--- src/rtl/usb_serial_loopback_fifo_if.sv ---
// Byte-stream handshake between usb_serial_top and the loopback FIFO.
// The FIFO uses the slave modport: it takes recv_* and drives send_*.
interface usb_serial_loopback_fifo_if;
   logic [7:0] recv_data;
   logic       recv_valid;
   logic [7:0] send_data;
   logic       send_valid;
   logic       send_ready;

   modport master (
      output recv_data, recv_valid, send_ready,
      input  send_data, send_valid
   );

   modport slave (
      input  recv_data, recv_valid, send_ready,
      output send_data, send_valid
   );
endinterface

--- src/rtl/usb_serial_loopback_fifo.sv ---
// Case-transforming first-word-fall-through loopback FIFO with saturating overflow accounting.
// Optional USB_LOOPBACK_CRLF_EN: a received CR is stored as the pair CR, LF in a single cycle.
module usb_serial_loopback_fifo #(
   parameter int DEPTH_LOG2 = 6,
   parameter int DROP_W     = 16
) (
   input  logic                   clk,
   input  logic                   rstn,
   usb_serial_loopback_fifo_if.slave bus,
   input  logic [1:0]             mode,
   input  logic                   ovf_clr,
   output logic [DEPTH_LOG2:0]    level,
   output logic [DROP_W-1:0]      drop_cnt,
   output logic                   overflow
);

   localparam int DEPTH = 1 << DEPTH_LOG2;
   localparam int LW    = DEPTH_LOG2 + 2;

   typedef logic [DEPTH_LOG2-1:0] ptr_t;

   typedef enum logic [1:0] {
      MODE_PASS     = 2'd0,
      MODE_TO_UPPER = 2'd1,
      MODE_TO_LOWER = 2'd2,
      MODE_TOGGLE   = 2'd3
   } mode_e;

   function automatic logic [7:0] f_transform(input mode_e m, input logic [7:0] b);
      logic is_lower;
      logic is_upper;
      is_lower    = (b >= 8'h61) && (b <= 8'h7A);
      is_upper    = (b >= 8'h41) && (b <= 8'h5A);
      f_transform = b;
      case (m)
         MODE_TO_UPPER: if (is_lower) f_transform = b - 8'h20;
         MODE_TO_LOWER: if (is_upper) f_transform = b + 8'h20;
         MODE_TOGGLE:   if (is_lower || is_upper) f_transform = b ^ 8'h20;
         default:       f_transform = b;
      endcase
   endfunction

   logic [7:0]          r_mem [DEPTH];
   ptr_t                r_wr_ptr;
   ptr_t                r_rd_ptr;
   logic [DEPTH_LOG2:0] r_level;
   logic                r_send_valid;
   logic [7:0]          r_send_data;
   logic [DROP_W-1:0]   r_drop_cnt;
   logic                r_overflow;

   logic                w_pop;
   logic                w_push;
   logic                w_drop;
   logic                w_two;
   logic [7:0]          w_byte;
   logic [7:0]          w_head_next;
   logic [LW-1:0]       w_need;
   logic [LW-1:0]       w_free;
   logic [LW-1:0]       w_level_next;
   ptr_t                w_rd_next;
   ptr_t                w_wr_next;

   // NOTE: every signal gets its value at the top of the block so no path can infer a latch.
   always_comb begin
      w_byte = f_transform(mode_e'(mode), bus.recv_data);
`ifdef USB_LOOPBACK_CRLF_EN
      w_two  = (w_byte == 8'h0D);
`else
      w_two  = 1'b0;
`endif
      w_pop        = r_send_valid & bus.send_ready;
      w_need       = w_two ? LW'(2) : LW'(1);
      // A pop in the same cycle frees a slot for the incoming write.
      w_free       = LW'(DEPTH) - LW'(r_level) + LW'(w_pop);
      w_push       = bus.recv_valid && (w_free >= w_need);
      w_drop       = bus.recv_valid && !w_push;
      w_level_next = LW'(r_level) + (w_push ? w_need : '0) - LW'(w_pop);
      w_rd_next    = r_rd_ptr + ptr_t'(w_pop);
      w_wr_next    = r_wr_ptr + (w_push ? ptr_t'(w_need) : '0);
      // The new head is the byte being written only when the FIFO drains to empty this cycle.
      w_head_next  = r_mem[w_rd_next];
      if (w_push && (r_wr_ptr == w_rd_next)) w_head_next = w_byte;
   end

   // NOTE: byte storage carries no reset; the pointers and level alone define which entries are live.
   always_ff @(posedge clk) begin
      if (w_push) begin
         r_mem[r_wr_ptr] <= w_byte;
`ifdef USB_LOOPBACK_CRLF_EN
         if (w_two) r_mem[r_wr_ptr + ptr_t'(1)] <= 8'h0A;
`endif
      end
   end

   // NOTE: sequential state uses non-blocking assignments so all registers update from pre-edge values.
   always_ff @(posedge clk or negedge rstn) begin
      if (!rstn) begin
         r_wr_ptr     <= '0;
         r_rd_ptr     <= '0;
         r_level      <= '0;
         r_send_valid <= 1'b0;
         r_send_data  <= 8'h00;
         r_drop_cnt   <= '0;
         r_overflow   <= 1'b0;
      end else begin
         r_wr_ptr     <= w_wr_next;
         r_rd_ptr     <= w_rd_next;
         r_level      <= w_level_next[DEPTH_LOG2:0];
         r_send_valid <= (w_level_next != '0);
         r_send_data  <= w_head_next;
         // A drop takes priority over a clear issued in the same cycle.
         if (w_drop) begin
            r_overflow <= 1'b1;
            if (ovf_clr)                r_drop_cnt <= DROP_W'(1);
            else if (r_drop_cnt != '1) r_drop_cnt <= r_drop_cnt + DROP_W'(1);
         end else if (ovf_clr) begin
            r_overflow <= 1'b0;
            r_drop_cnt <= '0;
         end
      end
   end

   assign bus.send_data  = r_send_data;
   assign bus.send_valid = r_send_valid;
   assign level          = r_level;
   assign drop_cnt       = r_drop_cnt;
   assign overflow       = r_overflow;

endmodule

--- src/flat_wrapper.sv ---
// flat-port wrapper written by rule: the top's interface ports become plain ports
module usb_serial_loopback_fifo_flat 
#(
   parameter int DEPTH_LOG2 = 6,
   parameter int DROP_W     = 16
)
  (clk, rstn, mode, ovf_clr, level, drop_cnt, overflow, bus_recv_data, bus_recv_valid, bus_send_ready, bus_send_data, bus_send_valid);
  usb_serial_loopback_fifo_if bus_i ();
  input  logic clk;
  input  logic rstn;
  input  logic [1:0] mode;
  input  logic ovf_clr;
  output logic [DEPTH_LOG2:0] level;
  output logic [DROP_W-1:0] drop_cnt;
  output logic overflow;
  input wire logic [$bits(bus_i.recv_data)-1:0] bus_recv_data;
  input wire logic [$bits(bus_i.recv_valid)-1:0] bus_recv_valid;
  input wire logic [$bits(bus_i.send_ready)-1:0] bus_send_ready;
  output wire logic [$bits(bus_i.send_data)-1:0] bus_send_data;
  output wire logic [$bits(bus_i.send_valid)-1:0] bus_send_valid;
  assign bus_i.recv_data = bus_recv_data;
  assign bus_i.recv_valid = bus_recv_valid;
  assign bus_i.send_ready = bus_send_ready;
  assign bus_send_data = bus_i.send_data;
  assign bus_send_valid = bus_i.send_valid;
  usb_serial_loopback_fifo #(.DEPTH_LOG2(DEPTH_LOG2), .DROP_W(DROP_W)) u_core (.clk(clk), .rstn(rstn), .bus(bus_i), .mode(mode), .ovf_clr(ovf_clr), .level(level), .drop_cnt(drop_cnt), .overflow(overflow));
endmodule
--- config.mk ---
export PLATFORM = sky130hd
export DESIGN_NAME = usb_serial_loopback_fifo_flat
export DESIGN_NICKNAME = d
export VERILOG_FILES = /design/src/rtl/usb_serial_loopback_fifo_if.sv /design/src/rtl/usb_serial_loopback_fifo.sv /design/src/flat_wrapper.sv
export SDC_FILE = /design/constraint.sdc
export NUM_CORES = 1
export LEC_CHECK = 0
export BUFFER_PORTS_ARGS = -buffer_cell sky130_fd_sc_hd__buf_2
export CORE_AREA = 4 4 158 275
export DETAILED_ROUTE_END_ITERATION = 8
export DIE_AREA = 0 0 162 279
export PLACE_DENSITY = 0.78
export RECOVER_POWER = 50
export REMOVE_ABC_BUFFERS = 1
export SKIP_LAST_GASP = 1
export SLEW_MARGIN = 20
export SYNTH_ARGS = -nofsm -noshare
export SYNTH_HDL_FRONTEND = slang
export SYNTH_SLANG_ARGS = --single-unit
--- constraint.sdc ---
create_clock -name clk -period 2.95 [get_ports clk]
set_input_delay 0.59 -clock clk [delete_from_list [all_inputs] [get_ports clk]]
set_output_delay 0.59 -clock clk [all_outputs]
set_load 0.01 [all_outputs]
==> flow_summary.html, run 1 <==
<table>
<tr><th>Metric</th><th>Value</th></tr>
<tr><th colspan="2">Power</th></tr>
<tr><td>Worst vdd rail ir drop</td><td>0.000525 V</td></tr>
<tr><td>PnR Total Power</td><td>27.4 mW</td></tr>
<tr><td>Static leakage power</td><td>9.16 nW</td></tr>
<tr><td>Power per cell area</td><td>1010 mW/mm²</td></tr>
<tr><th colspan="2">Placement</th></tr>
<tr><td>Placer Congestion</td><td>0.873</td></tr>
<tr><td>HPWL Detailed</td><td>36,000 µm</td></tr>
<tr><td>Post-Place Worst Slack</td><td>-0.542 ns</td></tr>
<tr><td>Port Buffer Count</td><td>47</td></tr>
<tr><td>Dpl cells</td><td>1,984</td></tr>
<tr><td>Area after DPL</td><td>0.0250 mm²</td></tr>
<tr><th colspan="2">Synth</th></tr>
<tr><td>Synth warnings</td><td>0</td></tr>
<tr><td>Number of synthesized flops with an enable pin</td><td>512</td></tr>
<tr><td>Top flip-flop cell by instance count after synthesis</td><td>sky130_fd_sc_hd__edfxtp_1</td></tr>
<tr><td>Async set-reset flop share out of synthesis</td><td>8.08%</td></tr>
<tr><td>Library cell occupying the most area in the post-synthesis netlist</td><td>sky130_fd_sc_hd__edfxtp_1</td></tr>
<tr><td>Yosys reg bits</td><td>557</td></tr>
<tr><td>Synth Instances</td><td>1,280</td></tr>
<tr><td>Sequential cell area fraction in the yosys report</td><td>72.1%</td></tr>
<tr><td>Largest cells by area after synthesis</td><td>sky130_fd_sc_hd__edfxtp_1, sky130_fd_sc_hd__mux4_2, sky130_fd_sc_hd__dfrtp_1</td></tr>
<tr><td>Average cell area after synthesis</td><td>17.9 µm²</td></tr>
<tr><td>Netlist cell types</td><td>79</td></tr>
<tr><td>Portion of synthesized cell area occupied by the leading cell type</td><td>67.2%</td></tr>
<tr><td>Cell with the most instances after synthesis</td><td>sky130_fd_sc_hd__edfxtp_1</td></tr>
<tr><td>Synth cell count leaders</td><td>sky130_fd_sc_hd__edfxtp_1, sky130_fd_sc_hd__mux4_2, sky130_fd_sc_hd__nand2_1, sky130_fd_sc_hd__nor2_1, sky130_fd_sc_hd__nand3_1</td></tr>
<tr><td>Netlist area before placement</td><td>0.0229 mm²</td></tr>
<tr><th colspan="2">Floorplanning</th></tr>
<tr><td>Std-Cell Core Area</td><td>0.0414 mm²</td></tr>
<tr><td>Initial core utilization</td><td>55.3%</td></tr>
<tr><td>Die width</td><td>162 µm</td></tr>
<tr><td>Top-level port count</td><td>48</td></tr>
<tr><td>Die footprint</td><td>0.0452 mm²</td></tr>
<tr><td>Y dimension of the die</td><td>279 µm</td></tr>
<tr><td>Row cnt</td><td>99</td></tr>
<tr><th colspan="2">Detailed routing</th></tr>
<tr><td>DRC Markers</td><td>0</td></tr>
<tr><td>Total Routed Length</td><td>55,300 µm</td></tr>
<tr><td>Average routed wire per standard cell</td><td>26.6 µm</td></tr>
<tr><td>ANT nets after route</td><td>0</td></tr>
<tr><td>Number of design-rule violations left by the first detailed-router iteration</td><td>1,409</td></tr>
<tr><td>Total via count in the routed design</td><td>13,100</td></tr>
<tr><td>Router iterations before antenna repair</td><td>7</td></tr>
<tr><td>Via density per instance</td><td>6.29</td></tr>
<tr><th colspan="2">Setup path</th></tr>
<tr><td>Maximum fanout along the worst path</td><td>10</td></tr>
<tr><td>CP Capture Type</td><td>flip-flop</td></tr>
<tr><td>Category of the most critical setup path</td><td>flip-flop to flip-flop</td></tr>
<tr><td>Startpoint class of the critical path</td><td>flip-flop</td></tr>
<tr><td>Data required, critical path</td><td>3.40 ns</td></tr>
<tr><td>Arrival time at the worst endpoint</td><td>3.65 ns</td></tr>
<tr><th colspan="2">Timing</th></tr>
<tr><td>Worst slew pin tran</td><td>1.53 ns</td></tr>
<tr><td>Worst setup slack after layout</td><td>-0.249 ns</td></tr>
<tr><td>Final number of max-transition violations</td><td>131</td></tr>
<tr><td>Maximum clock skew at final layout</td><td>0.0200 ns</td></tr>
<tr><td>Ratio of final minimum period to clock period</td><td>108%</td></tr>
<tr><td>Setup TNS</td><td>-1.72 ns</td></tr>
<tr><td>Unrepaired setup endpoints after global routing</td><td>true</td></tr>
<tr><td>Final hold vios</td><td>0</td></tr>
<tr><td>Number of setup violations in the final report</td><td>9</td></tr>
<tr><td>Timing-limited maximum frequency</td><td>313 MHz</td></tr>
<tr><td>Worst-case headroom to the max-slew limit</td><td>-2.07%</td></tr>
<tr><td>Minimum clock period</td><td>3.20 ns</td></tr>
<tr><th colspan="2">Clock network</th></tr>
<tr><td>Number of buffers created by CTS</td><td>45</td></tr>
<tr><td>Maximum clock path buffer count</td><td>3</td></tr>
<tr><td>Clock sink count</td><td>557</td></tr>
<tr><td>Count of H-tree levels built during CTS</td><td>2</td></tr>
<tr><td>CTS tree</td><td>built</td></tr>
<tr><td>Clock slew seen by the registers of the worst setup and hold paths</td><td>0.07 ns</td></tr>
<tr><td>Master cell of the clock root buffer</td><td>sky130_fd_sc_hd__clkbuf_16</td></tr>
<tr><td>Clock Latency Late Sink</td><td>0.57 ns</td></tr>
<tr><th colspan="2">Global route</th></tr>
<tr><td>Vias in the first global route</td><td>13,600</td></tr>
<tr><td>Maximum number of pins on one net before global-route repair</td><td>66</td></tr>
<tr><td>First-pass GRT wire length</td><td>83,200 µm</td></tr>
<tr><td>Total GRT Usage</td><td>24.6%</td></tr>
<tr><td>Initial antenna violation count</td><td>0</td></tr>
<tr><td>Gr ovfl total</td><td>0</td></tr>
<tr><th colspan="2">Layout</th></tr>
<tr><td>Post-synthesis to final-layout area growth</td><td>18.0%</td></tr>
<tr><td>Sequential cell area</td><td>0.0165 mm²</td></tr>
<tr><td>Share of final-layout standard cells stronger than drive strength 1</td><td>32.1%</td></tr>
<tr><td>Area of the multi-input gates</td><td>0.00619 mm²</td></tr>
<tr><td>Final non-filler cell area</td><td>0.0270 mm²</td></tr>
<tr><td>Number of antenna diodes</td><td>0</td></tr>
<tr><td>Final-layout fill cell count</td><td>2,668</td></tr>
<tr><td>Nets@finish</td><td>1,528</td></tr>
<tr><td>Non-filler instance count after layout</td><td>2,080</td></tr>
<tr><th colspan="2">Job</th></tr>
<tr><td>Count of maximum capacitance violations</td><td>2</td></tr>
<tr><th colspan="2">Hold path</th></tr>
<tr><td>Worst hold path type</td><td>primary input to asynchronous set/reset pin</td></tr>
<tr><th colspan="2">Run status</th></tr>
<tr><td>Outcome</td><td>complete, but fails checks</td></tr>
<tr><td>Failing checks</td><td>capacitance limit, slew limit, setup timing</td></tr>
</table>
[power breakdown]
part | switching [mW] | internal, mW | total, mW
logic | 5.96 | 5.24 | 11.2
registers | 0.391 | 9.12 | 9.51
clock network | 2.81 | 3.87 | 6.68
[logic make-up after synthesis]
group                      after synthesis  synth area share, %
and+or+nand+nor                        341                 7.14
buffers and inverters                   96                 2.05
DFF                                    557                 72.1
adders and majority gates               25                 1.39
muxes                                  149                 13.5
xor gates and xnor gates                21                0.804
AOI/OAI and AO/OA                       91                 2.99
[critical path, cell delays in order, from the launching register on]
cell                      delay [ns]
sky130_fd_sc_hd__dfrtp_1        0.42
sky130_fd_sc_hd__nand2_2        0.11
sky130_fd_sc_hd__buf_4          0.12
sky130_fd_sc_hd__buf_4          0.09
sky130_fd_sc_hd__inv_1          0.04
sky130_fd_sc_hd__buf_4          0.12
sky130_fd_sc_hd__ha_1           0.56
sky130_fd_sc_hd__buf_12         0.21
sky130_fd_sc_hd__buf_4          0.12
sky130_fd_sc_hd__mux4_2         0.51
sky130_fd_sc_hd__mux2i_1        0.33
sky130_fd_sc_hd__a32oi_1        0.16
sky130_fd_sc_hd__nand4_1        0.19
sky130_fd_sc_hd__a31oi_1        0.10
[state kept, by name, summed over array words and instances (netlist names)]
signal	count
u_core.bus.send_valid	1
u_core.r_rd_ptr	6
u_core.drop_cnt	16
u_core.bus.send_data	8
u_core.r_wr_ptr	6
u_core.r_mem	512
u_core.overflow	1
u_core.level	7
[layer usage]
layer  GRT usage [%]  part of all wire, %  vias to the layer above
met2            43.2                   53                      698
li1                -                    -                     5510
met1            29.8                   34                     6693
met4            12.9                  6.4                        0
met5               0                    0                        -
met3            2.92                  6.7                      182
[what timing repair did]
item / 4_1_cts / 5_1_grt
hold buffers: 1 / 0
endpoints found under the hold margin: 5 / 0
buffers inserted: 0 / 12
setup endpoints to repair: 380 / 521
pin swaps: 0 / 15
gates resized for setup: 36 / 34
[layout by cell type, fill, tap and decap left out, types with 18 or more instances in the layout]
| cell type | count |
|---|---|
| sky130_fd_sc_hd__edfxtp_1 | 512 |
| sky130_fd_sc_hd__buf_4 | 143 |
| sky130_fd_sc_hd__mux4_2 | 128 |
| sky130_fd_sc_hd__nand2_1 | 117 |
| sky130_fd_sc_hd__nor2_1 | 57 |
| sky130_fd_sc_hd__nand3_1 | 48 |
| sky130_fd_sc_hd__clkbuf_16 | 47 |
| sky130_fd_sc_hd__dfrtp_1 | 45 |
| sky130_fd_sc_hd__buf_2 | 34 |
| sky130_fd_sc_hd__inv_1 | 26 |
| sky130_fd_sc_hd__clkbuf_1 | 22 |
| sky130_fd_sc_hd__buf_12 | 22 |
| sky130_fd_sc_hd__nand4_1 | 21 |
| sky130_fd_sc_hd__ha_1 | 19 |
| sky130_fd_sc_hd__mux2i_1 | 18 |
[layout make-up]
class / instances / area share (%)
clock buffers: 55 / 4.54
clock inverters: 28 / 1.56
inverters: 32 / 0.445
multi-input cells: 627 / 22.9
flip-flops and latches: 557 / 61.1
well taps: 555 / 2.57
repair buffers: 226 / 6.82
[worst paths after layout]
path	end	depth (start not counted)	startpoint	slack, ns
max reg2reg	u_core.bus.send_data[1]	13	u_core.bus.send_valid	-0.25
max in group asynchronous	u_core.bus.send_data[2]	3	rstn	1.18
min in group clk	u_core.drop_cnt[15]	3	ovf_clr	0.50
min	u_core.level[4]	2	rstn	0.41
min reg2reg	u_core.drop_cnt[9]	1	u_core.drop_cnt[9]	0.52
max	u_core.bus.send_data[1]	13	u_core.bus.send_valid	-0.25
[metrics by stage]
stage | util (%) | hold slack (ns)
6_report | 65.3 | 0.408
5_1_grt | 65.3 | 0.419
4_1_cts | 64.8 | 0.349
3_5_place_dp | 60.5 | 0.413
3_3_place_gp | 60.5 | 0.414
2_1_floorplan | - | 0.294
No activity file was read; power rests on OpenSTA's default activity.
==> run 2, diff against run 1 <==
--- a/config.mk
+++ b/config.mk
@@ -9,7 +9,7 @@
 export CORE_AREA = 4 4 158 275
 export DETAILED_ROUTE_END_ITERATION = 8
 export DIE_AREA = 0 0 162 279
-export PLACE_DENSITY = 0.78
+export PLACE_DENSITY = 0.75
 export RECOVER_POWER = 50
 export REMOVE_ABC_BUFFERS = 1
 export SKIP_LAST_GASP = 1
==> run 2 against run 1 <==
The run still ends with capacitance limit, slew limit, setup timing left. Clock-buffer cell count is 2 higher. Power is 0.48% lower. Routed wire length is 3.5% lower. Core utilization is 0.16 points higher. Sequential power hardly changed. Clock skew is 0.0035 ns lower. Die area stayed put. Fmax is 0.70% higher. Non-clock buffer count is 16 higher. Critical path depth is 1 higher. Largest cell class unchanged. Highest routed layer unchanged.
==> flow_summary.html, run 2 (same netlist as run 1, synthesis figures left out) <==
<table>
<tr><th>Metric</th><th>Value</th></tr>
<tr><th colspan="2">Power</th></tr>
<tr><td>Cell Int Power</td><td>18.2 mW (about the same)</td></tr>
<tr><td>Power per cell area</td><td>1010 mW/mm² (about the same)</td></tr>
<tr><td>PnR Total Power</td><td>27.3 mW (was 27.4 mW)</td></tr>
<tr><td>Proportion of power drawn by flip-flops and latches</td><td>34.9% (was 34.7%)</td></tr>
<tr><td>Switching portion of total power</td><td>33.2% (was 33.5%)</td></tr>
<tr><td>Worst vdd rail ir drop</td><td>0.000520 V (was 0.000525 V)</td></tr>
<tr><td>Static leakage power</td><td>9.19 nW (was 9.16 nW)</td></tr>
<tr><td>Combinational group share of total power</td><td>41.7% (was 40.9%)</td></tr>
<tr><td>Portion of total power attributed to the clock network</td><td>23.4% (was 24.4%)</td></tr>
<tr><td>Net switching power of the design</td><td>9.05 mW (was 9.16 mW)</td></tr>
<tr><th colspan="2">Layout</th></tr>
<tr><td>Most frequent standard cell in the layout excluding fill and tap cells</td><td>sky130_fd_sc_hd__edfxtp_1 (unchanged)</td></tr>
<tr><td>Largest register FFs</td><td>512 (unchanged)</td></tr>
<tr><td>Post-synthesis to final-layout area growth</td><td>18.3% (was 18.0%)</td></tr>
<tr><td>Share of final-layout standard cells stronger than drive strength 1</td><td>30.7% (was 32.1%)</td></tr>
<tr><td>Final non-filler cell area</td><td>0.0271 mm² (was 0.0270 mm²)</td></tr>
<tr><td>Final-layout fill cell count</td><td>2,781 (was 2,668)</td></tr>
<tr><td>Sequential cell area</td><td>0.0165 mm² (unchanged)</td></tr>
<tr><td>Most used cells in the layout excluding fill and tap cells</td><td>sky130_fd_sc_hd__edfxtp_1, sky130_fd_sc_hd__buf_4, sky130_fd_sc_hd__mux4_2, sky130_fd_sc_hd__nand2_1, sky130_fd_sc_hd__nor2_1 (unchanged)</td></tr>
<tr><td>Non-filler instance count after layout</td><td>2,099 (was 2,080)</td></tr>
<tr><td>Most flop-heavy register</td><td>u_core.r_mem (unchanged)</td></tr>
<tr><td>Core occupancy in the finished layout</td><td>65.4% (was 65.3%)</td></tr>
<tr><td>Area of the multi-input gates</td><td>0.00611 mm² (was 0.00619 mm²)</td></tr>
<tr><td>Nets@finish</td><td>1,546 (was 1,528)</td></tr>
<tr><th colspan="2">Setup path</th></tr>
<tr><td>Data required, critical path</td><td>3.38 ns (was 3.40 ns)</td></tr>
<tr><td>Startpoint class of the critical path</td><td>flip-flop (unchanged)</td></tr>
<tr><td>Category of the most critical setup path</td><td>flip-flop to flip-flop (unchanged)</td></tr>
<tr><td>Maximum fanout along the worst path</td><td>4 (was 10)</td></tr>
<tr><td>Slowest library cell on the worst path</td><td>sky130_fd_sc_hd__fa_2 (was sky130_fd_sc_hd__ha_1)</td></tr>
<tr><td>Register-to-Register Path Depth</td><td>14 (was 13)</td></tr>
<tr><td>Cell breakdown of the critical path</td><td>nand2_2 -&gt; ha_4 -&gt; inv_2 -&gt; ha_4 -&gt; and3b_1 -&gt; a31o_2 -&gt; a41oi_2 -&gt; ha_2 -&gt; inv_2 -&gt; fa_2 -&gt; inv_2 -&gt; or3_1 -&gt; nor4_1 -&gt; nand4b_1 (was nand2_2 -&gt; buf_4 -&gt; buf_4 -&gt; inv_1 -&gt; buf_4 -&gt; ha_1 -&gt; buf_12 -&gt; buf_4 -&gt; mux4_2 -&gt; mux2i_1 -&gt; a32oi_1 -&gt; nand4_1 -&gt; a31oi_1)</td></tr>
<tr><td>Reg-to-reg critical path startpoint</td><td>u_core.bus.send_valid (unchanged)</td></tr>
<tr><td>Critical Path End</td><td>u_core.bus.send_valid (was u_core.bus.send_data[1])</td></tr>
<tr><td>Largest stage delay, worst path</td><td>0.52 ns (was 0.56 ns)</td></tr>
<tr><td>CP Capture Type</td><td>flip-flop (unchanged)</td></tr>
<tr><td>Flop2flop setup slack</td><td>-0.23 ns (was -0.25 ns)</td></tr>
<tr><td>Critical path's top delay family</td><td>adder cells (was multiplexers)</td></tr>
<tr><td>Most prevalent standard cell on the critical path</td><td>sky130_fd_sc_hd__inv_2 (was sky130_fd_sc_hd__buf_4)</td></tr>
<tr><td>Arrival time at the worst endpoint</td><td>3.60 ns (was 3.65 ns)</td></tr>
<tr><td>Total stage count of the critical path</td><td>14 (was 13)</td></tr>
<tr><td>CP startpoint</td><td>u_core.bus.send_valid (unchanged)</td></tr>
<tr><td>Bufs and invs on worst path</td><td>3 (was 6)</td></tr>
<tr><td>R2r endpoint</td><td>u_core.bus.send_valid (was u_core.bus.send_data[1])</td></tr>
<tr><th colspan="2">Detailed routing</th></tr>
<tr><td>Total via count in the routed design</td><td>12,900 (was 13,100)</td></tr>
<tr><td>Average routed wire per standard cell</td><td>25.4 µm (was 26.6 µm)</td></tr>
<tr><td>Router iterations before antenna repair</td><td>5 (was 7)</td></tr>
<tr><td>Total Routed Length</td><td>53,300 µm (was 55,300 µm)</td></tr>
<tr><td>Via density per instance</td><td>6.15 (was 6.29)</td></tr>
<tr><td>Number of design-rule violations left by the first detailed-router iteration</td><td>1,424 (was 1,409)</td></tr>
<tr><td>ANT nets after route</td><td>0 (unchanged)</td></tr>
<tr><td>DRC Markers</td><td>0 (unchanged)</td></tr>
<tr><th colspan="2">Timing</th></tr>
<tr><td>Minimum clock period</td><td>3.18 ns (was 3.20 ns)</td></tr>
<tr><td>Setup TNS</td><td>-0.698 ns (was -1.72 ns)</td></tr>
<tr><td>Number of setup violations in the final report</td><td>8 (was 9)</td></tr>
<tr><td>Maximum clock skew at final layout</td><td>0.0166 ns (was 0.0200 ns)</td></tr>
<tr><td>Unrepaired setup endpoints after global routing</td><td>true (unchanged)</td></tr>
<tr><td>Ratio of final minimum period to clock period</td><td>108% (about the same)</td></tr>
<tr><td>Final number of max-transition violations</td><td>104 (was 131)</td></tr>
<tr><td>Worst-case headroom to the max-slew limit</td><td>-24.3% (was -2.07%)</td></tr>
<tr><td>Final hold vios</td><td>0 (unchanged)</td></tr>
<tr><td>Hold slack final</td><td>0.277 ns (was 0.408 ns)</td></tr>
<tr><td>Worst setup slack after layout</td><td>-0.227 ns (was -0.249 ns)</td></tr>
<tr><td>Timing-limited maximum frequency</td><td>315 MHz (was 313 MHz)</td></tr>
<tr><td>Worst slew pin tran</td><td>1.86 ns (was 1.53 ns)</td></tr>
<tr><th colspan="2">Floorplanning</th></tr>
<tr><td>Y dimension of the die</td><td>279 µm (unchanged)</td></tr>
<tr><td>Top-level port count</td><td>48 (unchanged)</td></tr>
<tr><td>Die footprint</td><td>0.0452 mm² (unchanged)</td></tr>
<tr><td>Std-Cell Core Area</td><td>0.0414 mm² (unchanged)</td></tr>
<tr><td>Row cnt</td><td>99 (unchanged)</td></tr>
<tr><td>Initial core utilization</td><td>55.3% (unchanged)</td></tr>
<tr><td>Die width</td><td>162 µm (unchanged)</td></tr>
<tr><th colspan="2">Hold path</th></tr>
<tr><td>Worst hold path type</td><td>primary input to asynchronous set/reset pin (unchanged)</td></tr>
<tr><th colspan="2">Job</th></tr>
<tr><td>Count of maximum capacitance violations</td><td>2 (unchanged)</td></tr>
<tr><th colspan="2">Global route</th></tr>
<tr><td>Maximum number of pins on one net before global-route repair</td><td>66 (unchanged)</td></tr>
<tr><td>Total GRT Usage</td><td>23.4% (was 24.6%)</td></tr>
<tr><td>Gr ovfl total</td><td>0 (unchanged)</td></tr>
<tr><td>Vias in the first global route</td><td>13,400 (was 13,600)</td></tr>
<tr><td>Initial antenna violation count</td><td>1 (was 0)</td></tr>
<tr><td>First-pass GRT wire length</td><td>80,100 µm (was 83,200 µm)</td></tr>
<tr><th colspan="2">Clock network</th></tr>
<tr><td>Clock sink count</td><td>557 (unchanged)</td></tr>
<tr><td>Clock Latency Late Sink</td><td>0.56 ns (was 0.57 ns)</td></tr>
<tr><td>Count of H-tree levels built during CTS</td><td>2 (unchanged)</td></tr>
<tr><td>Clock slew seen by the registers of the worst setup and hold paths</td><td>0.07 ns (about the same)</td></tr>
<tr><td>Maximum clock path buffer count</td><td>3 (unchanged)</td></tr>
<tr><td>CTS tree</td><td>built (unchanged)</td></tr>
<tr><td>Number of buffers created by CTS</td><td>47 (was 45)</td></tr>
<tr><td>Master cell of the clock root buffer</td><td>sky130_fd_sc_hd__clkbuf_16 (unchanged)</td></tr>
<tr><th colspan="2">Placement</th></tr>
<tr><td>Placer Congestion</td><td>0.860 (was 0.873)</td></tr>
<tr><td>HPWL Detailed</td><td>34,200 µm (was 36,000 µm)</td></tr>
<tr><td>Dpl cells</td><td>1,992 (was 1,984)</td></tr>
<tr><td>Port Buffer Count</td><td>47 (unchanged)</td></tr>
<tr><td>Area after DPL</td><td>0.0250 mm² (about the same)</td></tr>
<tr><td>Post-Place Worst Slack</td><td>-0.553 ns (was -0.542 ns)</td></tr>
<tr><th colspan="2">Run status</th></tr>
<tr><td>Outcome</td><td>complete, but fails checks (unchanged)</td></tr>
<tr><td>Failing checks</td><td>capacitance limit, slew limit, setup timing (unchanged)</td></tr>
</table>
[run 2: changes by cell type in the layout (fill, tap and decap cells not counted), moves of 3 or more]
| cell | delta |
|---|---|
| sky130_fd_sc_hd__bufinv_16 | -4 |
| sky130_fd_sc_hd__clkbuf_1 | +22 |
| sky130_fd_sc_hd__nand2_2 | +3 |
| sky130_fd_sc_hd__buf_6 | +8 |
| sky130_fd_sc_hd__clkbuf_16 | +7 |
| sky130_fd_sc_hd__buf_2 | -18 |
| sky130_fd_sc_hd__nand2_1 | -3 |
| sky130_fd_sc_hd__clkinv_1 | +4 |
| sky130_fd_sc_hd__nor2_1 | +12 |
| sky130_fd_sc_hd__nor2_4 | -13 |
[run 2: metal layers]
layer / track usage (%) / part of all wire, % / up-vias
met5: 0 / 0 / -
met4: 10.8 / 4.7 / 0
met3: 2.84 / 5.8 / 129
met2: 41.8 / 55 / 548
met1: 28.7 / 35 / 6681
li1: - / - / 5557
[run 2: cell type report]
class | count | area share [%]
antenna | 1 | 0.00925
clock buffer | 57 | 4.68
multi-input combinational | 627 | 22.6
tap | 555 | 2.57
inverter | 32 | 0.444
timing repair buffer | 242 | 7.52
sequential | 557 | 61.0
clock inverter | 28 | 1.22
[run 2: what timing repair did]
item	4_1_cts	5_1_grt
hold buffers	0	0
gates cloned	0	6
pin swaps	5	25
setup buffers	4	11
endpoints found under the setup margin	256	380
gates resized for setup	21	43
[run 2: power groups by stage]
stage / logic [mW] / clock network, mW / registers, mW
after global placement: 10.1 / 0 / 9.63
final: 11.4 / 6.39 / 9.51
after global routing: 12.1 / 6.81 / 9.54
after floorplan: 5.13 / 0 / 9.60
after CTS: 10.5 / 6.46 / 9.49
after detailed placement: 10.3 / 0 / 9.66
[run 2: how the worst min path moves through the flow]
stage                                   end  slack (ns)
global placement         u_core.drop_cnt[9]        0.50
finish                      u_core.level[6]        0.28
floorplan           u_core.bus.send_data[0]        0.29
CTS                   u_core.bus.send_valid        0.26
global route                u_core.level[5]        0.38
detailed placement       u_core.drop_cnt[9]        0.51
==> run 3, diff against run 2 <==
--- a/config.mk
+++ b/config.mk
@@ -10,7 +10,7 @@
 export DETAILED_ROUTE_END_ITERATION = 8
 export DIE_AREA = 0 0 162 279
 export PLACE_DENSITY = 0.75
-export RECOVER_POWER = 50
+export RECOVER_POWER = 25
 export REMOVE_ABC_BUFFERS = 1
 export SKIP_LAST_GASP = 1
 export SLEW_MARGIN = 20
==> run 3 against run 2 <==
The run still ends with capacitance limit, slew limit, setup timing left. Die area unchanged. Clock skew decreased by 0.00082 ns. Sequential share of layout area decreased by 0.17 points. Largest cell class unchanged.
==> flow_summary.html, run 3 (same netlist as run 1, synthesis figures left out) <==
<table>
<tr><th>Metric</th><th>Value</th></tr>
<tr><th colspan="2">Run status</th></tr>
<tr><td>Outcome</td><td>complete, but fails checks (unchanged)</td></tr>
<tr><td>Failing checks</td><td>capacitance limit, slew limit, setup timing (unchanged)</td></tr>
<tr><th colspan="2">Detailed routing</th></tr>
<tr><td>ANT nets after route</td><td>0 (unchanged)</td></tr>
<tr><td>DRC Markers</td><td>0 (unchanged)</td></tr>
<tr><td>Router iterations before antenna repair</td><td>5 (unchanged)</td></tr>
<tr><td>Number of design-rule violations left by the first detailed-router iteration</td><td>1,440 (was 1,424)</td></tr>
<tr><td>Average routed wire per standard cell</td><td>25.4 µm (about the same)</td></tr>
<tr><td>WL met1</td><td>18,500 µm (was 18,700 µm)</td></tr>
<tr><td>Via density per instance</td><td>6.18 (was 6.15)</td></tr>
<tr><td>Total via count in the routed design</td><td>13,000 (was 12,900)</td></tr>
<tr><td>DR WL met3</td><td>3340 µm (was 3100 µm)</td></tr>
<tr><td>Highest layer used for signal routing</td><td>met4 (unchanged)</td></tr>
<tr><td>Total Routed Length</td><td>53,300 µm (about the same)</td></tr>
<tr><td>Metal2 WL</td><td>28,900 µm (was 29,100 µm)</td></tr>
<tr><th colspan="2">Timing</th></tr>
<tr><td>Worst-case headroom to the max-slew limit</td><td>-24.8% (was -24.3%)</td></tr>
<tr><td>Final hold vios</td><td>0 (unchanged)</td></tr>
<tr><td>Setup TNS</td><td>-0.245 ns (was -0.698 ns)</td></tr>
<tr><td>Unrepaired setup endpoints after global routing</td><td>true (unchanged)</td></tr>
<tr><td>Timing-limited maximum frequency</td><td>317 MHz (was 315 MHz)</td></tr>
<tr><td>Minimum clock period</td><td>3.15 ns (was 3.18 ns)</td></tr>
<tr><td>Maximum clock skew at final layout</td><td>0.0157 ns (was 0.0166 ns)</td></tr>
<tr><td>Worst setup slack after layout</td><td>-0.202 ns (was -0.227 ns)</td></tr>
<tr><td>Hold slack final</td><td>0.273 ns (was 0.277 ns)</td></tr>
<tr><td>Worst slew pin tran</td><td>1.87 ns (was 1.86 ns)</td></tr>
<tr><td>Final number of max-transition violations</td><td>104 (unchanged)</td></tr>
<tr><td>Number of setup violations in the final report</td><td>3 (was 8)</td></tr>
<tr><td>Ratio of final minimum period to clock period</td><td>107% (was 108%)</td></tr>
<tr><th colspan="2">Layout</th></tr>
<tr><td>Final-layout fill cell count</td><td>2,754 (was 2,781)</td></tr>
<tr><td>Most frequent standard cell in the layout excluding fill and tap cells</td><td>sky130_fd_sc_hd__edfxtp_1 (unchanged)</td></tr>
<tr><td>Core occupancy in the finished layout</td><td>65.6% (was 65.4%)</td></tr>
<tr><td>Final non-filler cell area</td><td>0.0271 mm² (about the same)</td></tr>
<tr><td>Non-filler instance count after layout</td><td>2,099 (unchanged)</td></tr>
<tr><td>Post-synthesis to final-layout area growth</td><td>18.6% (was 18.3%)</td></tr>
<tr><td>Sequential cell area</td><td>0.0165 mm² (unchanged)</td></tr>
<tr><td>Most flop-heavy register</td><td>u_core.r_mem (unchanged)</td></tr>
<tr><td>Largest register FFs</td><td>512 (unchanged)</td></tr>
<tr><td>Nets@finish</td><td>1,546 (unchanged)</td></tr>
<tr><td>Most used cells in the layout excluding fill and tap cells</td><td>sky130_fd_sc_hd__edfxtp_1, sky130_fd_sc_hd__buf_4, sky130_fd_sc_hd__mux4_2, sky130_fd_sc_hd__nand2_1, sky130_fd_sc_hd__nor2_1 (unchanged)</td></tr>
<tr><td>Area of the multi-input gates</td><td>0.00613 mm² (was 0.00611 mm²)</td></tr>
<tr><td>Share of final-layout standard cells stronger than drive strength 1</td><td>32.9% (was 30.7%)</td></tr>
<tr><th colspan="2">Power</th></tr>
<tr><td>PnR Total Power</td><td>27.4 mW (was 27.3 mW)</td></tr>
<tr><td>Power per cell area</td><td>1010 mW/mm² (about the same)</td></tr>
<tr><td>Worst vdd rail ir drop</td><td>0.000520 V (about the same)</td></tr>
<tr><td>Static leakage power</td><td>9.30 nW (was 9.19 nW)</td></tr>
<tr><th colspan="2">Clock network</th></tr>
<tr><td>Clock Latency Late Sink</td><td>0.57 ns (was 0.56 ns)</td></tr>
<tr><td>CTS tree</td><td>built (unchanged)</td></tr>
<tr><td>Clock sink count</td><td>557 (unchanged)</td></tr>
<tr><td>Count of H-tree levels built during CTS</td><td>2 (unchanged)</td></tr>
<tr><td>Hold bufs inserted after CTS</td><td>0 (unchanged)</td></tr>
<tr><td>Maximum clock path buffer count</td><td>3 (unchanged)</td></tr>
<tr><td>Clock slew seen by the registers of the worst setup and hold paths</td><td>0.07 ns (about the same)</td></tr>
<tr><td>Master cell of the clock root buffer</td><td>sky130_fd_sc_hd__clkbuf_16 (unchanged)</td></tr>
<tr><td>Number of buffers created by CTS</td><td>47 (unchanged)</td></tr>
<tr><th colspan="2">Global route</th></tr>
<tr><td>Maximum number of pins on one net before global-route repair</td><td>66 (unchanged)</td></tr>
<tr><td>Total GRT Usage</td><td>23.4% (unchanged)</td></tr>
<tr><td>Vias in the first global route</td><td>13,400 (unchanged)</td></tr>
<tr><td>Initial antenna violation count</td><td>1 (unchanged)</td></tr>
<tr><td>First-pass GRT wire length</td><td>80,100 µm (unchanged)</td></tr>
<tr><td>Gr ovfl total</td><td>0 (unchanged)</td></tr>
<tr><th colspan="2">Placement</th></tr>
<tr><td>Port Buffer Count</td><td>47 (unchanged)</td></tr>
<tr><td>HPWL Detailed</td><td>34,200 µm (unchanged)</td></tr>
<tr><td>Post-Place Worst Slack</td><td>-0.553 ns (unchanged)</td></tr>
<tr><td>Area after DPL</td><td>0.0250 mm² (unchanged)</td></tr>
<tr><td>Dpl cells</td><td>1,992 (unchanged)</td></tr>
<tr><td>Placer Congestion</td><td>0.860 (unchanged)</td></tr>
<tr><th colspan="2">Setup path</th></tr>
<tr><td>Arrival time at the worst endpoint</td><td>3.58 ns (was 3.60 ns)</td></tr>
<tr><td>Data required, critical path</td><td>3.38 ns (about the same)</td></tr>
<tr><td>R2r endpoint</td><td>u_core.bus.send_valid (unchanged)</td></tr>
<tr><td>Category of the most critical setup path</td><td>flip-flop to flip-flop (unchanged)</td></tr>
<tr><td>Startpoint class of the critical path</td><td>flip-flop (unchanged)</td></tr>
<tr><td>Reg-to-reg critical path startpoint</td><td>u_core.bus.send_valid (unchanged)</td></tr>
<tr><td>CP Capture Type</td><td>flip-flop (unchanged)</td></tr>
<tr><td>Register-to-Register Path Depth</td><td>14 (unchanged)</td></tr>
<tr><td>Flop2flop setup slack</td><td>-0.20 ns (was -0.23 ns)</td></tr>
<tr><td>Maximum fanout along the worst path</td><td>4 (unchanged)</td></tr>
<tr><td>CP startpoint</td><td>u_core.bus.send_valid (unchanged)</td></tr>
<tr><th colspan="2">Job</th></tr>
<tr><td>Count of maximum capacitance violations</td><td>2 (unchanged)</td></tr>
<tr><th colspan="2">Floorplanning</th></tr>
<tr><td>Std-Cell Core Area</td><td>0.0414 mm² (unchanged)</td></tr>
<tr><td>Y dimension of the die</td><td>279 µm (unchanged)</td></tr>
<tr><td>Row cnt</td><td>99 (unchanged)</td></tr>
<tr><td>Top-level port count</td><td>48 (unchanged)</td></tr>
<tr><td>Die width</td><td>162 µm (unchanged)</td></tr>
<tr><td>Initial core utilization</td><td>55.3% (unchanged)</td></tr>
<tr><td>Die footprint</td><td>0.0452 mm² (unchanged)</td></tr>
<tr><th colspan="2">Hold path</th></tr>
<tr><td>Worst hold path type</td><td>primary input to asynchronous set/reset pin (unchanged)</td></tr>
</table>
## run 3: power by group
part | total (mW) | internal, mW | switching, mW | leakage (nW)
clock | 6.39 | 3.63 | 2.77 | 0.769
combinational | 11.4 | 5.53 | 5.92 | 3.36
sequential | 9.51 | 9.13 | 0.383 | 5.17
total | 27.4 | 18.3 | 9.07 | 9.30
## run 3: area by class of cell
class                           count  area share (%)
Sequential cell                   557            60.8
Multi-Input combinational cell    627            22.6
Timing Repair Buffer              242            7.70
Clock buffer                       57            4.67
Tap cell                          555            2.56
Clock inverter                     28            1.22
Inverter                           32           0.443
Antenna cell                        1         0.00922
## run 3: how the worst max path moves through the flow
| stage | endpoint | depth (start not counted) | slack (ns) |
|---|---|---|---|
| 2_1_floorplan | u_core.bus.send_data[6] | 8 | -3.89 |
| 3_3_place_gp | u_core.bus.send_valid | 16 | -0.53 |
| 3_5_place_dp | u_core.bus.send_valid | 16 | -0.55 |
| 4_1_cts | u_core.bus.send_valid | 15 | -0.14 |
| 5_1_grt | u_core.bus.send_valid | 14 | -0.32 |
| 6_report | u_core.bus.send_valid | 14 | -0.20 |
## run 3: worst max-delay path: stages (launching register included)
cell	delay, ns
sky130_fd_sc_hd__dfrtp_1	0.39
sky130_fd_sc_hd__nand2_2	0.09
sky130_fd_sc_hd__ha_4	0.17
sky130_fd_sc_hd__inv_2	0.06
sky130_fd_sc_hd__ha_4	0.13
sky130_fd_sc_hd__and3b_1	0.17
sky130_fd_sc_hd__a31o_2	0.22
sky130_fd_sc_hd__a41oi_2	0.22
sky130_fd_sc_hd__ha_2	0.22
sky130_fd_sc_hd__inv_2	0.04
sky130_fd_sc_hd__fa_2	0.52
sky130_fd_sc_hd__inv_2	0.04
sky130_fd_sc_hd__or3_1	0.35
sky130_fd_sc_hd__nor4_1	0.27
sky130_fd_sc_hd__nand4b_1	0.13
## run 3: repair_timing
item,in CTS,in global routing
buffers inserted,4,11
setup endpoints to repair,256,380
pin swaps,5,25
resized for setup,21,43
cloned,0,6
## run 3: layer usage
metal / vias to the layer above / GRT usage, %
met3: 131 / 2.84
met1: 6668 / 28.7
met4: 0 / 10.8
met2: 607 / 41.8
met5: - / 0
li1: 5559 / -
